## config.mk

```make
export PLATFORM = sky130hd
export DESIGN_NAME = irq_ctrl
export DESIGN_NICKNAME = d
export VERILOG_FILES = /design/src/rtl/irq_pkg.sv /design/src/rtl/irq_ctrl_prio.sv /design/src/rtl/irq_ctrl.sv
export SDC_FILE = /design/constraint.sdc
export NUM_CORES = 1
export LEC_CHECK = 0
export ABC_CLOCK_PERIOD_IN_PS = 2300
export BUFFER_PORTS_ARGS = -buffer_cell sky130_fd_sc_hd__buf_2
export CAP_MARGIN = 20
export CORE_MARGIN = 2
export CORE_UTILIZATION = 55
export DETAILED_ROUTE_END_ITERATION = 7
export PLACE_DENSITY = 0.86
export SLEW_MARGIN = 20
export SYNTH_ARGS = -nofsm -noshare
export SYNTH_HDL_FRONTEND = slang
export SYNTH_SLANG_ARGS = --single-unit
```

## constraint.sdc

```tcl
create_clock -name clk -period 2.3 [get_ports clk]
set_input_delay 0.115 -clock clk [delete_from_list [all_inputs] [get_ports clk]]
set_output_delay 0.115 -clock clk [all_outputs]
set_load 0.05 [all_outputs]
```

## src/rtl/irq_pkg.sv

```systemverilog
// Shared constants for the irq_ctrl interrupt controller: I/O register
// addresses and the "no interrupt" vector.
package irq_pkg;

  localparam logic [1:0] IRQ_PEND  = 2'd0;
  localparam logic [1:0] IRQ_ENAB  = 2'd1;
  localparam logic [1:0] IRQ_MODE  = 2'd2;
  localparam logic [1:0] IRQ_SWSET = 2'd3;

  localparam int unsigned IRQ_NONE = 0;

endpackage

```

## src/rtl/irq_ctrl_prio.sv

```systemverilog
// Combinational highest-set-bit encoder: returns channel number (bit index + 1)
// of the highest requesting channel, or IRQ_NONE when nothing is requesting.
module irq_prio
  import irq_pkg::*;
#(
  parameter int unsigned NIRQ  = 15,
  parameter int unsigned VBITS = 4
) (
  input  logic [NIRQ-1:0]  req_i,
  output logic [VBITS-1:0] vec_o
);

  always_comb begin
    vec_o = VBITS'(IRQ_NONE);
    // Later iterations override earlier ones, so the highest index wins.
    for (int i = 0; i < NIRQ; i++) begin
      if (req_i[i]) begin
        vec_o = VBITS'(i + 1);
      end
    end
  end

endmodule

```

## src/rtl/irq_ctrl.sv

```systemverilog
// Parametrised interrupt controller: NIRQ maskable channels with edge/level
// capture, software set, write-1-to-clear and a registered priority vector.
module irq_ctrl
  import irq_pkg::*;
#(
  parameter int unsigned NIRQ  = 15,
  parameter int unsigned VBITS = 4,
  parameter int unsigned WIDTH = 18
) (
  input  logic             clk,
  input  logic             p_reset_n,
  input  logic [NIRQ-1:0]  src,
  input  logic             io_rd,
  input  logic             io_wr,
  input  logic [1:0]       io_addr,
  input  logic [WIDTH-1:0] din,
  output logic [WIDTH-1:0] io_dout,
  output logic             irq,
  output logic [VBITS-1:0] ivec,
  input  logic             iack
);

  logic [NIRQ-1:0]  pend_q, pend_d;
  logic [NIRQ-1:0]  enab_q, enab_d;
  logic [NIRQ-1:0]  mode_q, mode_d;
  logic [NIRQ-1:0]  src_prev_q, src_prev_d;
  logic [VBITS-1:0] ivec_q, ivec_d;

  logic [NIRQ-1:0]  hw_set, sw_set, w1c_clr, ack_clr;
  logic [NIRQ-1:0]  prio_req;
  logic [VBITS-1:0] prio_vec;
  logic [NIRQ-1:0]  wdata;

  // io_rd has no side effects and upper din bits are unmapped.
  logic unused_io;
  assign unused_io = ^{io_rd, din};

  assign wdata = din[NIRQ-1:0];

  always_comb begin
    hw_set  = (mode_q & src) | (~mode_q & src & ~src_prev_q);
    sw_set  = (io_wr && io_addr == IRQ_SWSET) ? wdata : '0;
    w1c_clr = (io_wr && io_addr == IRQ_PEND)  ? wdata : '0;
    for (int i = 0; i < NIRQ; i++) begin
      ack_clr[i] = iack && (ivec_q == VBITS'(i + 1));
    end
  end

  always_comb begin
    pend_d     = (pend_q & ~(w1c_clr | ack_clr)) | hw_set | sw_set;
    enab_d     = (io_wr && io_addr == IRQ_ENAB) ? wdata : enab_q;
    mode_d     = (io_wr && io_addr == IRQ_MODE) ? wdata : mode_q;
    src_prev_d = src;
  end

  // Only bits pending now and still pending next cycle compete: a cleared or
  // acked vector cannot reappear, while new events keep their two-cycle latency.
  assign prio_req = pend_d & pend_q & enab_q;

  irq_prio #(
    .NIRQ  (NIRQ),
    .VBITS (VBITS)
  ) u_prio (
    .req_i (prio_req),
    .vec_o (prio_vec)
  );

  assign ivec_d = prio_vec;

  always_ff @(posedge clk or negedge p_reset_n) begin
    if (!p_reset_n) begin
      pend_q     <= '0;
      enab_q     <= '0;
      mode_q     <= '0;
      src_prev_q <= '0;
      ivec_q     <= VBITS'(IRQ_NONE);
    end else begin
      pend_q     <= pend_d;
      enab_q     <= enab_d;
      mode_q     <= mode_d;
      src_prev_q <= src_prev_d;
      ivec_q     <= ivec_d;
    end
  end

  assign ivec = ivec_q;
  assign irq  = (ivec_q != VBITS'(IRQ_NONE));

  always_comb begin
    io_dout = '0;
    unique case (io_addr)
      IRQ_PEND:  io_dout = WIDTH'(pend_q);
      IRQ_ENAB:  io_dout = WIDTH'(enab_q);
      IRQ_MODE:  io_dout = WIDTH'(mode_q);
      IRQ_SWSET: io_dout = '0;
      default:   io_dout = '0;
    endcase
  end

endmodule
```

# Word-level counts from Yosys, hierarchy flattened
# Cells that the tools add are included.
# op_classes
mux,18
bitwise_logic,13
n_reduce_logical,21
eq_ne,18
# op_table
op,n
$and A15 B15 Y15,6
$pmux W18 S4,1
$or A15 B15 Y15,4
$not A15 Y15,3
$eq A4 B4 Y1 const B,8
$mux W4,8
$mux W15,2
$logic_and A1 B1 Y1,19
$eq A4 B3 Y1 const B,4
$mux W3,4
$eq A4 B2 Y1 const B,2
$eq A2 B2 Y1 const B,2
$eq A4 B1 Y1 const B,1
$mux W2,2
$reduce_bool A4 Y1,1
$eq A2 B1 Y1 const B,1
$logic_not A2 Y1,1
$mux W1,1
# word_totals
word_cells,75
in_bits,40
regBits,64

# Longest topological paths before layout
# logic_depth
ltp_word,25
ltp_mapped,9
ltp_nobuf,6

# Modules after synthesis
# Synthesis repeated with hierarchy kept, for this count alone.
# hier_totals
hier_cells,283
hier_area_um2,3174.3
# by_module_without_submodules
module,area_per_inst_um2,cells_each,instances,seq_area_each_um2
irq_ctrl,3032.9,258,1,1601.5
irq_prio,141.4,25,1,0.0

# Worst setup path after synthesis
# No wires, ideal clock.
# synth_timing
path_type,register to register
startpoint,register ivec_q[0] (netlist: ivec[0])
endpoint,register ivec_q[3] (netlist: ivec[3])
required_time_ns,2.169
slack_ns,0.220
arrival_time_ns,1.948
period_less_slack_ns,2.080
stages_incl_launch_ff,7
setup_ns,0.131
path_buffers,0
cell_sequence,dfrtp_1 > nor2b_1 > a22oi_1 > or2_4 > a31oi_4 > nand2_1 > or3_1
# synth_via
elab_chain_len,17
word_cells_on_any_way,31
# synth_rtl
element,line,rtl
"start, declared",irq_ctrl.sv:27,"logic [VBITS-1:0] ivec_q, ivec_d;"
"start signal, assigned",irq_ctrl.sv:76,ivec_q <= VBITS'(IRQ_NONE);
"start signal, assigned",irq_ctrl.sv:82,ivec_q <= ivec_d;
$eq A4 B4 Y1,irq_ctrl.sv:45,ack_clr[i] = iack && (ivec_q == VBITS'(i + 1));
$logic_and A1 B1 Y1,irq_ctrl.sv:45,
$or A15 B15 Y15 *,irq_ctrl.sv:50,pend_d = (pend_q & ~(w1c_clr | ack_clr)) | hw_set | sw_set;
$not A15 Y15 *,irq_ctrl.sv:50,
$and A15 B15 Y15 *,irq_ctrl.sv:50,
$or A15 B15 Y15 * (2 in a row),irq_ctrl.sv:50,
$and A15 B15 Y15 * (2 in a row),irq_ctrl.sv:58,assign prio_req = pend_d & pend_q & enab_q;
$mux W4 (7 in a row),irq_ctrl_prio.sv:17,if (req_i[i]) begin
$mux W4 *,irq_ctrl_prio.sv:17,
via ivec_d[3],irq_ctrl.sv:27,
# The timed path passes the listed nets; every way through them passes the cells marked *.
# A chain may end at the register's enable or synchronous reset.

# Final worst setup path
# layout_timing
startpoint,register ivec_q[3] (netlist: ivec[3])
endpoint,register ivec_q[3] (netlist: ivec[3])
# layout_via
word_cells_on_any_way,31
# layout_lines
element,line,rtl
$eq A4 B4 Y1,irq_ctrl.sv:45,
$logic_and A1 B1 Y1,irq_ctrl.sv:45,
$or A15 B15 Y15,irq_ctrl.sv:50,
$not A15 Y15,irq_ctrl.sv:50,
$and A15 B15 Y15,irq_ctrl.sv:50,
$or A15 B15 Y15 (2 in a row),irq_ctrl.sv:50,
via pend_d[14],irq_ctrl.sv:23,"logic [NIRQ-1:0] pend_q, pend_d;"
$and A15 B15 Y15 (2 in a row),irq_ctrl.sv:58,
$mux W4,irq_ctrl_prio.sv:17,
via ivec_d[3],irq_ctrl.sv:27,
# The timed path passes the listed nets, and every way through them passes these cells.

==> reports/qor.csv <==
metric,value,unit
status,completed,
path_class,reg -> reg,
core,5540,um2
num_antenna_cells,0,
synth_cell_types,38,
root_buffer,clkbuf_8,
antenna_found_initial,0,
cts.path.max_buffers,2,
routedWlPerCell,17.3,um
grt_overflow,0,
grt_pass1_wl,11.9,mm
vias,2525,
die_y,79.8,um
syn_inst,275,
gp_routability_congestion,0.861,
worst_slew_margin_rel,47.7,%
clock-sinks,64,
grt_usage,24.9,%
synth_ff_type,dfrtp_1,
syn_avg_cell_area,11.5,um2
area_growth,21.6,%
startpoint_type,register,
rsz0062_at_grt,no,
ys_seq_elements,64,
fp.dieW,79.8,um
synth_edf_count,0,
fin_crit_sh,84.9,%
wl,7.40,mm
postCtsResizedCells,0,
worstPathArrival,2170,ps
cts_tree,built,
grt_pass1_vias,2495,
hold_ws,56.8,ps
io-pin-count,63,
drive_above_1_share,30.3,%
async_reset_ff_share,100,%
yosysTopAreaCell,dfrtp_1,
ys_warn_count,0,
mostFrequentLayoutCells,"dfrtp_1 (64), buf_2 (55), mux2_2 (30)",
min_path_type,in -> reg,
clkTransAtPathRegs,60,ps
fin_tns_setup,0,ps
htree_num_levels,3,
viasPerCell,5.89,
fin_crit,1950,ps
drc,0,
synthTopCellsByArea,"dfrtp_1 (51%), mux2_2 (11%), mux2i_1 (4.8%)",
tightest_slew,783,ps
place.detailed.hpwl,5.09,mm
worstPathRequired,2520,ps
fmax,512,MHz
cts_made_buffers,9,
fp.dieArea,6360,um2
syn_area,3160,um2
p_leak,1.72,nW
hold_violations,0,
vdd_ir_drop_max,554,uV
placementRows,27,
yosysSeqAreaShare,50.7,%
mostFrequentLayoutCell,dfrtp_1,
clkLatencyLatePin,340,ps
grt_max_degree,65,
start_util,57.0,%
setup_viol,0,
nets,393,
first_iter_violations,203,
slew_violations,0,
cp_max_fo,6,
synth_top_area_share,50.7,%
power_density,901,nW/um2
cap_violations,0,
port_buffers,55,
skew,3.50,ps
first_pass_iters,4,
antenna_left,0,
critPathCaptureType,register,
## area by class of cell
type                            count  area (um2)
Fill cell                         439        1700
Sequential cell                    64        1600
Multi-Input combinational cell    194        1460
Timing Repair Buffer               79         508
Clock buffer                       15         166
Tap cell                           72        90.1
Inverter                            5        18.8
## stage by stage
stage	util, %	cell area (um2)	power, W	worst slack (ps)	std cells
after floorplan	-	3160	0.00227	220	277
after global placement	63.4	3510	0.00256	403	398
after detailed placement	63.4	3510	0.00260	341	398
after CTS	69.3	3840	0.00347	371	429
after global routing	69.3	3840	0.00362	158	429
final	69.3	3840	0.00346	346	429
## registers in the layout (all words and copies together), names as in the netlist
name,flops
enab_q,15
mode_q,15
pend_q,15
src_prev_q,15
ivec,4
## cell families after synthesis
group,count (synthesis),share of synthesized area [%]
other cells,1,0.119
flops,64,50.7
simple gates,61,10.3
compound gates,85,19.9
mux,45,15.5
buf+inv,19,3.41
## cells in the mapped netlist, types with 4 or more instances
cell type / count
a21o_1: 13
a21oi_1: 4
a22o_1: 15
a22oi_1: 11
a32oi_1: 4
clkbuf_1: 5
dfrtp_1: 64
mux2_2: 30
mux2i_1: 15
nand2_1: 26
nand2b_1: 16
nor2_1: 4
o211ai_1: 11
o21ai_0: 18
## worst max-delay path, stage by stage (launching register included)
cell and delay, ps:
dfrtp_1 430, and3_1 320, a32oi_1 170, a21o_1 220, a31oi_1 260, nand2_1 70
or3_1 360
## what timing repair did
item	in CTS	in global routing
hold buffers	16	0
endpoints found under the hold margin	79	0
endpoints found under the setup margin	0	0
setup buffers	0	0
## power by group
group | switching (W) | total (W) | internal, W
registers | 0.000183 | 0.00150 | 0.00132
clock network | 0.000395 | 0.000841 | 0.000446
logic | 0.000687 | 0.00112 | 0.000431
## metal layers
metal	up-vias	wire length, um	global-route usage (%)
met5	-	0	0
met4	0	210	12.9
met3	21	346	4.30
li1	1174	-	-
met2	75	3640	41.2
met1	1255	3210	31.4
## path summary, 6_finish.rpt
check / start / to / slack [ps] / cells past startpoint
worst max-delay path: ivec[3] / ivec[3] / 350 / 6
worst min-delay path: din[9] / enab_q[9] / 60 / 2
worst max register to register: ivec[3] / ivec[3] / 350 / 6
worst min register to register: pend_q[6] / pend_q[6] / 500 / 1
max in group asynchronous: p_reset_n / pend_q[10] / 1710 / 3
min in group asynchronous: p_reset_n / pend_q[5] / 320 / 3
Note: power is estimated with default switching activity, not from simulation.
